### src/rtl/serial_word_feeder.sv
// Parallel-to-serial word feeder with a one-word holding register.
// Feeds a serial bit stream with first/last-bit markers to a downstream detector.
module serial_word_feeder #(
    parameter int unsigned WIDTH     = 8,
    parameter bit          MSB_FIRST = 1'b1
) (
    input  logic             clk,
    input  logic             rst,
    input  logic [WIDTH-1:0] data_in,
    input  logic             load,
    output logic             ready,
    input  logic             en,
    output logic             out,
    output logic             out_valid,
    output logic             word_start,
    output logic             word_last,
    output logic             busy
);

    localparam int unsigned CW = (WIDTH > 1) ? $clog2(WIDTH) : 1;
    localparam logic [CW-1:0] CNT_LAST = CW'(WIDTH - 1);

    typedef enum logic {StIdle, StShift} state_e;

    state_e           state;
    logic [WIDTH-1:0] sreg;
    logic [WIDTH-1:0] hold;
    logic [CW-1:0]    cnt;
    logic             hold_full;

    logic accept;
    logic word_end;

    assign accept   = load && ready;
    assign word_end = (state == StShift) && en && (cnt == CNT_LAST);

    always_ff @(posedge clk) begin
        if (rst) begin
            state     <= StIdle;
            sreg      <= '0;
            cnt       <= '0;
            hold      <= '0;
            hold_full <= 1'b0;
        end else begin
            unique case (state)
                StIdle: begin
                    if (accept) begin
                        sreg  <= data_in;
                        cnt   <= '0;
                        state <= StShift;
                    end
                end
                StShift: begin
                    if (word_end) begin
                        // Held word has priority; ready is low then, so no new accept competes.
                        if (hold_full) begin
                            sreg      <= hold;
                            hold_full <= 1'b0;
                            cnt       <= '0;
                        end else if (accept) begin
                            sreg <= data_in;
                            cnt  <= '0;
                        end else begin
                            state <= StIdle;
                        end
                    end else begin
                        if (en) begin
                            sreg <= MSB_FIRST ? {sreg[WIDTH-2:0], 1'b0}
                                              : {1'b0, sreg[WIDTH-1:1]};
                            cnt  <= cnt + 1'b1;
                        end
                        if (accept) begin
                            hold      <= data_in;
                            hold_full <= 1'b1;
                        end
                    end
                end
                default: state <= StIdle;
            endcase
        end
    end

    assign ready      = ~hold_full;
    assign out_valid  = (state == StShift);
    assign out        = MSB_FIRST ? sreg[WIDTH-1] : sreg[0];
    assign word_start = out_valid && (cnt == '0);
    assign word_last  = out_valid && (cnt == CNT_LAST);
    assign busy       = out_valid || hold_full;

endmodule

### config.mk
export PLATFORM = sky130hd
export DESIGN_NAME = serial_word_feeder
export DESIGN_NICKNAME = d
export VERILOG_FILES = /design/src/rtl/serial_word_feeder.sv
export SDC_FILE = /design/constraint.sdc
export NUM_CORES = 1
export LEC_CHECK = 0
export BUFFER_PORTS_ARGS = -buffer_cell sky130_fd_sc_hd__buf_2
export CAP_MARGIN = 25
export CORE_MARGIN = 2
export CORE_UTILIZATION = 45
export DETAILED_ROUTE_END_ITERATION = 16
export PLACE_DENSITY = 0.66
export SKIP_LAST_GASP = 1
export SYNTH_ARGS = -nofsm -noshare
export SYNTH_HDL_FRONTEND = slang
export SYNTH_SLANG_ARGS = --single-unit
### constraint.sdc
create_clock -name clk -period 4.75 [get_ports clk]
set_clock_uncertainty 0.15 [all_clocks]
set_input_delay 0.475 -clock clk [delete_from_list [all_inputs] [get_ports clk]]
set_output_delay 0.475 -clock clk [all_outputs]
set_load 0.01 [all_outputs]
==> reports/results.tsv, run 1 <==
metric	value	unit
maximum fanout along the worst path	7	
commonest cells after routing, fill and taps aside	27 x nand2_1, 21 x dfxtp_1, 17 x buf_2, 11 x inv_1, 10 x nor2_1	
vias in the first global route	844	
Tmin final	2.01	ns
FF-to-FF path depth	7	
Die Span X	54.9	microns
Final Cell Area	1250	sq um
Required @ worst endpoint	4.12	ns
Cells after Synth	135	
antenna violations before repair	0	
status	finished, final reports clean	
Worst-Margin Slew	0.513	ns
Hold Buf Count CTS	0	
overall power	0.345	mW
sequential-to-total area share from yosys stat	36.1	%
CTS root buffer	clkbuf_4	
Clk pin slew, worst setup/hold paths	0.12	ns
headroom to the max-slew limit	65.8	%
die area	3010	sq um
setup TNS	0	ns
First DRT Iteration DRCs	17	
critical register-to-register path endpoint	hold[0]	
Hold Crit Start	data_in[3]	
Hold Crit Class	in2reg	
Max clock buf depth	2	
number of max-cap violations	0	
final slew viol count	0	
Setup Buffers After CTS	0	
htree depth	1	
clock tree sinks	21	
worst hold path depth	3	
CTS Buf Count	3	
RePlAce Congestion	0.798	
reg2reg setup slack	2.92	ns
Worst-Skew Late Latency	0.30	ns
num rows	18	
Final period util	42.3	%
most used cell, CP	ha_1	
endpoints failing setup	0	
Layout Nets	165	
die height	54.9	microns
Pre-antenna DRT Iters	4	
crit-path max cell delay	0.34	ns
Via-to-Cell Ratio	5.40	
CTS tree	done	
Layout area overhead	7.74	%
Min Hold Slack	0.269	ns
Placed Area	1230	sq um
Worst EP arrival	1.38	ns
Pwr per Cell Area	276	nW/um^2
largest net degree at the start of global routing	23	
n_diodes	0	
I/O Pins	18	
Setup Crit Path Kind	reg2out	
first-pass GRT wire length	3890	microns
post-DP HPWL	1620	microns
peak supply drop	0.000206	V
syn_nets	150	
Worst setup startpoint	cnt[0]	
final wirelength	2400	microns
start of the worst register-to-register path	cnt[0]	
Worst setup EP type	primary output	
synthesized cell area	1160	sq um
Hold Vio Cnt, Final	0	
crit-path cells	ha_1 -> ha_1 -> and2_1 -> buf_2	
RSZ-0062 raised after global routing	no	
layout cell share with drive strength beyond 1	20.1	%
total grt overflow	0	
Static Leak	0.536	nW
syn avg cell area	8.62	sq um
Critical Path Start Type	flop	
Hold EP	hold[3]	
register bit total from synthesis	21	
CP max-delay cell	dfxtp_1	
Max Clk Rate	498	MHz
Core Box Area	2450	sq um
PortBufs	17	
via count	967	
Antenna Nets Post-Route	0	
initial core utilization	47.4	%
DRC Markers	0	
total track usage	18.5	%
Synth cell types	30	
Syn. warnings	0	
wire per inst	13.4	microns
commonest non-fill, non-tap cell in the layout	nand2_1	
Post-CTS Resized	0	
==> synth_stat cells (all sizes together) <==
cell type / count / share of area, %
nand2b: 2 / 1.1
a22oi: 7 / 4.5
and3b: 1 / 0.75
o22ai: 8 / 4.3
o21ai: 2 / 0.86
nand2: 27 / 8.7
dfxtp: 21 / 36
inv: 12 / 3.9
buf: 7 / 5.4
mux2: 7 / 8.7
nor2b: 3 / 2.3
mux2i: 8 / 6.9
ha: 3 / 3.2
a21oi: 5 / 2.5
nor3b: 2 / 1.3
clkbuf: 1 / 0.32
nand3: 1 / 0.43
o2bb2ai: 1 / 0.75
nor2: 10 / 3.2
nand3b: 1 / 0.65
and2: 1 / 0.54
or3b: 1 / 0.75
o21bai: 1 / 0.65
a22o: 3 / 2.3
==> worst max-delay path by stage <==
stage	depth (start not counted)	slack (ns)	end
2_1_floorplan	7	3.09	hold[0]
3_3_place_gp	5	2.92	sreg[5]
3_5_place_dp	5	2.91	sreg[6]
4_1_cts	4	2.73	word_last
5_1_grt	4	2.65	word_last
6_report	4	2.74	word_last
==> routing by layer <==
metal	track usage (%)	share of wire, %	vias to the layer above	routed length, microns
met5	0	0	-	0
met4	9.58	1.1	0	26
met3	3.55	5.0	4	119
met2	27.4	46	27	1120
met1	25.2	47	447	1140
li1	-	-	489	-
==> sequential cells by signal (all words and copies together) (netlist names) <==
signal	count
hold	8
sreg	8
cnt	3
hold_full	1
out_valid	1
==> critical path, delay by kind of cell, from the launching register on <==
family / cells / cell delay (ns)
adders and majority gates: 2 / 0.44
buffers and inverters: 1 / 0.13
DFF: 1 / 0.34
and+or+nand+nor: 1 / 0.18
==> stage by stage <==
stage	worst slack (ns)	utilization, %	cells
6_report	2.74	51.1	179
5_1_grt	2.65	51.1	179
4_1_cts	2.73	51.1	179
3_5_place_dp	2.91	50.0	175
3_3_place_gp	2.92	50.0	175
2_1_floorplan	3.09	-	135
==> report_power, final <==
group	internal, mW	leakage [nW]	switching, mW
logic	0.0308	0.349	0.0326
clock network	0.0327	0.0150	0.0550
registers	0.186	0.172	0.00849
total	0.249	0.536	0.0960
==> kinds of logic (layout without fill, tap and decap cells) <==
logic type / Yosys count / after routing / synth area share, %
AO/OA/AOI/OAI: 27 / 27 / 15.8
AND/OR/NAND/NOR: 49 / 49 / 19.7
flip-flops: 21 / 21 / 36.1
multiplexers: 15 / 15 / 15.6
adder cells (fa/ha/maj): 3 / 3 / 3.23
buffers and inverters: 20 / 34 / 9.57
==> final cells by class <==
class | count | area (sq um)
Timing Repair Buffer | 18 | 92.6
Multi-Input combinational cell | 94 | 632
Inverter | 12 | 45.0
Sequential cell | 21 | 420
Tap cell | 30 | 37.5
Fill cell | 246 | 1200
Clock buffer | 4 | 26.3
Power figures use the tool's default switching activity.
==> inputs of run 2 (changes only) <==
Settings changed: PLACE_DENSITY 0.66 to 0.68.
Clock period 4.75 ns to 1.6 ns, I/O delays scaled along.
==> reports/results.tsv, run 2 (synthesized netlist as in run 1, its figures left out) <==
metric	value	unit	change
commonest cells after routing, fill and taps aside	26 x nand2_1, 18 x dfxtp_1, 17 x buf_2, 15 x buf_4		
dpl ws	-0.0966	ns	-3.01 ns
layout cell share with drive strength beyond 1	36.6	%	+16 points
PortBufs	17		unchanged
endpoints failing setup	7		+7
die height	54.9	microns	unchanged
vias in the first global route	1023		+21%
DRC Markers	0		unchanged
maximum fanout along the worst path	7		unchanged
Max Clk Rate	610	MHz	
CTS Buf Count	3		unchanged
final worst slack	-0.0380	ns	-2.78 ns
Min Hold Slack	0.0601	ns	-0.208 ns
htree depth	1		unchanged
n_diodes	0		unchanged
most used cell, CP	ha_4		
initial core utilization	47.4	%	unchanged
crit-path cells	ha_4 -> ha_4 -> nand2_2 -> nor3b_4 -> buf_6 -> mux2i_1 -> nor2_1		
Required @ worst endpoint	1.67	ns	-2.45 ns
headroom to the max-slew limit	83.9	%	+18 points
failing checks	setup timing		
Pre-antenna DRT Iters	5		+1
Hold Vio Cnt, Final	0		unchanged
Clk pin slew, worst setup/hold paths	0.14	ns	+0.02 ns
Max clock buf depth	2		unchanged
I/O Pins	18		unchanged
commonest non-fill, non-tap cell in the layout	nand2_1		
RSZ-0062 raised after global routing	yes		
final slew viol count	0		unchanged
num rows	18		unchanged
biggest regs	hold x8, sreg x8, cnt x3		
number of max-cap violations	0		unchanged
First DRT Iteration DRCs	29		+12
Finished Core Util	64.1	%	+13 points
Tmin final	1.64	ns	
Core Box Area	2450	sq um	unchanged
Hold Crit Class	in2reg		
Critical Path Start Type	flop		
Pwr per Cell Area	702	nW/um^2	+150%
peak supply drop	0.000545	V	+170%
status	finished, violations left		
worst path bufs/invs	1		unchanged
final wirelength	2740	microns	+14%
Antenna Nets Post-Route	0		unchanged
first-pass GRT wire length	4430	microns	+14%
via count	1065		+10%
Final period util	102	%	
Layout area overhead	35.2	%	
die area	3010	sq um	unchanged
CP max-delay cell	dfxtp_2		
Static Leak	0.670	nW	+25%
total track usage	20.7	%	+2.2 points
CTS root buffer	clkbuf_4		
clock tree sinks	21		unchanged
Layout Nets	191		+16%
Via-to-Cell Ratio	5.20		-3.8%
RePlAce Congestion	0.768		-3.8%
crit-path leading delay family	flip-flops		
crit-path max cell delay	0.36	ns	+0.02 ns
Setup Crit Path Kind	reg2reg		
Worst-Margin Slew	0.242	ns	-0.271 ns
wire per inst	13.4	microns	-0.34%
antenna violations before repair	0		unchanged
Worst-Skew Late Latency	0.30	ns	about the same
post-DP HPWL	1880	microns	+16%
largest net degree at the start of global routing	14		-39%
CTS tree	done		
Worst EP arrival	1.71	ns	+0.33 ns
Die Span X	54.9	microns	unchanged
Worst setup EP type	flop		
total grt overflow	0		unchanged
[run 2: cell types whose count changed in the layout (fill, tap and decap cells not counted), moves of 2 or more]
cell,delta
a22oi_2,+4
a22oi_1,-4
buf_4,+14
dlygate4sd3_1,+9
a21oi_1,-2
ha_4,+2
dfxtp_2,+2
ha_1,-2
a21oi_2,+2
dfxtp_1,-3
nor3b_1,-2
buf_6,+2
[run 2: metal layers]
layer	global-route usage (%)	vias up	wire length [microns]
met3	2.46	4	121
met4	6.67	0	25
met2	35.1	29	1300
met1	27.0	488	1300
met5	0	-	0
li1	-	544	-
[run 2: worst paths after layout]
path	endpoint	slack (ns)	depth (start not counted)	start
setup / recovery	hold[3]	-0.04	7	cnt[1]
setup reg to reg	hold[3]	-0.04	7	cnt[1]
hold / removal	hold_full	0.06	3	load
hold reg to reg	sreg[1]	0.30	2	sreg[0]
[run 2: metrics by stage]
| step | TNS (ns) | instances | power (mW) | instance area [sq um] |
|---|---|---|---|---|
| after floorplan | 0 | 135 | 0.733 | 1170 |
| after global placement | -0.197 | 190 | 0.803 | 1360 |
| after detailed placement | -0.556 | 190 | 0.808 | 1360 |
| after CTS | -0.0221 | 204 | 1.10 | 1520 |
| after global routing | -0.804 | 205 | 1.16 | 1570 |
| final | -0.162 | 205 | 1.10 | 1570 |
[run 2: where the power goes]
group	switching, mW	leakage, nW	total (mW)	internal [mW]
sequential	0.0246	0.173	0.577	0.552
clock	0.173	0.0177	0.266	0.0932
combinational	0.120	0.479	0.261	0.141
[run 2: final cells by class]
| cell class | count | area, sq um |
|---|---|---|
| fill | 200 | 882 |
| multi-input combinational | 94 | 706 |
| sequential | 21 | 427 |
| timing repair buffer | 44 | 330 |
| inverter | 12 | 45.0 |
| tap | 30 | 37.5 |
| clock buffer | 3 | 22.5 |
| clock inverter | 1 | 5.00 |
[run 2: timing repair]
| action | in CTS | in global routing |
|---|---|---|
| hold buffers | 9 | 0 |
| endpoints found under the setup margin | 12 | 17 |
| pin swaps | 0 | 5 |
| endpoints found under the hold margin | 9 | 0 |
| setup buffers | 1 | 1 |
| resized for setup | 9 | 12 |
[run 2: worst min-delay path, stage by stage]
cell     delay (ns)
buf_2          0.12
nand2_1        0.12
a21oi_1        0.08
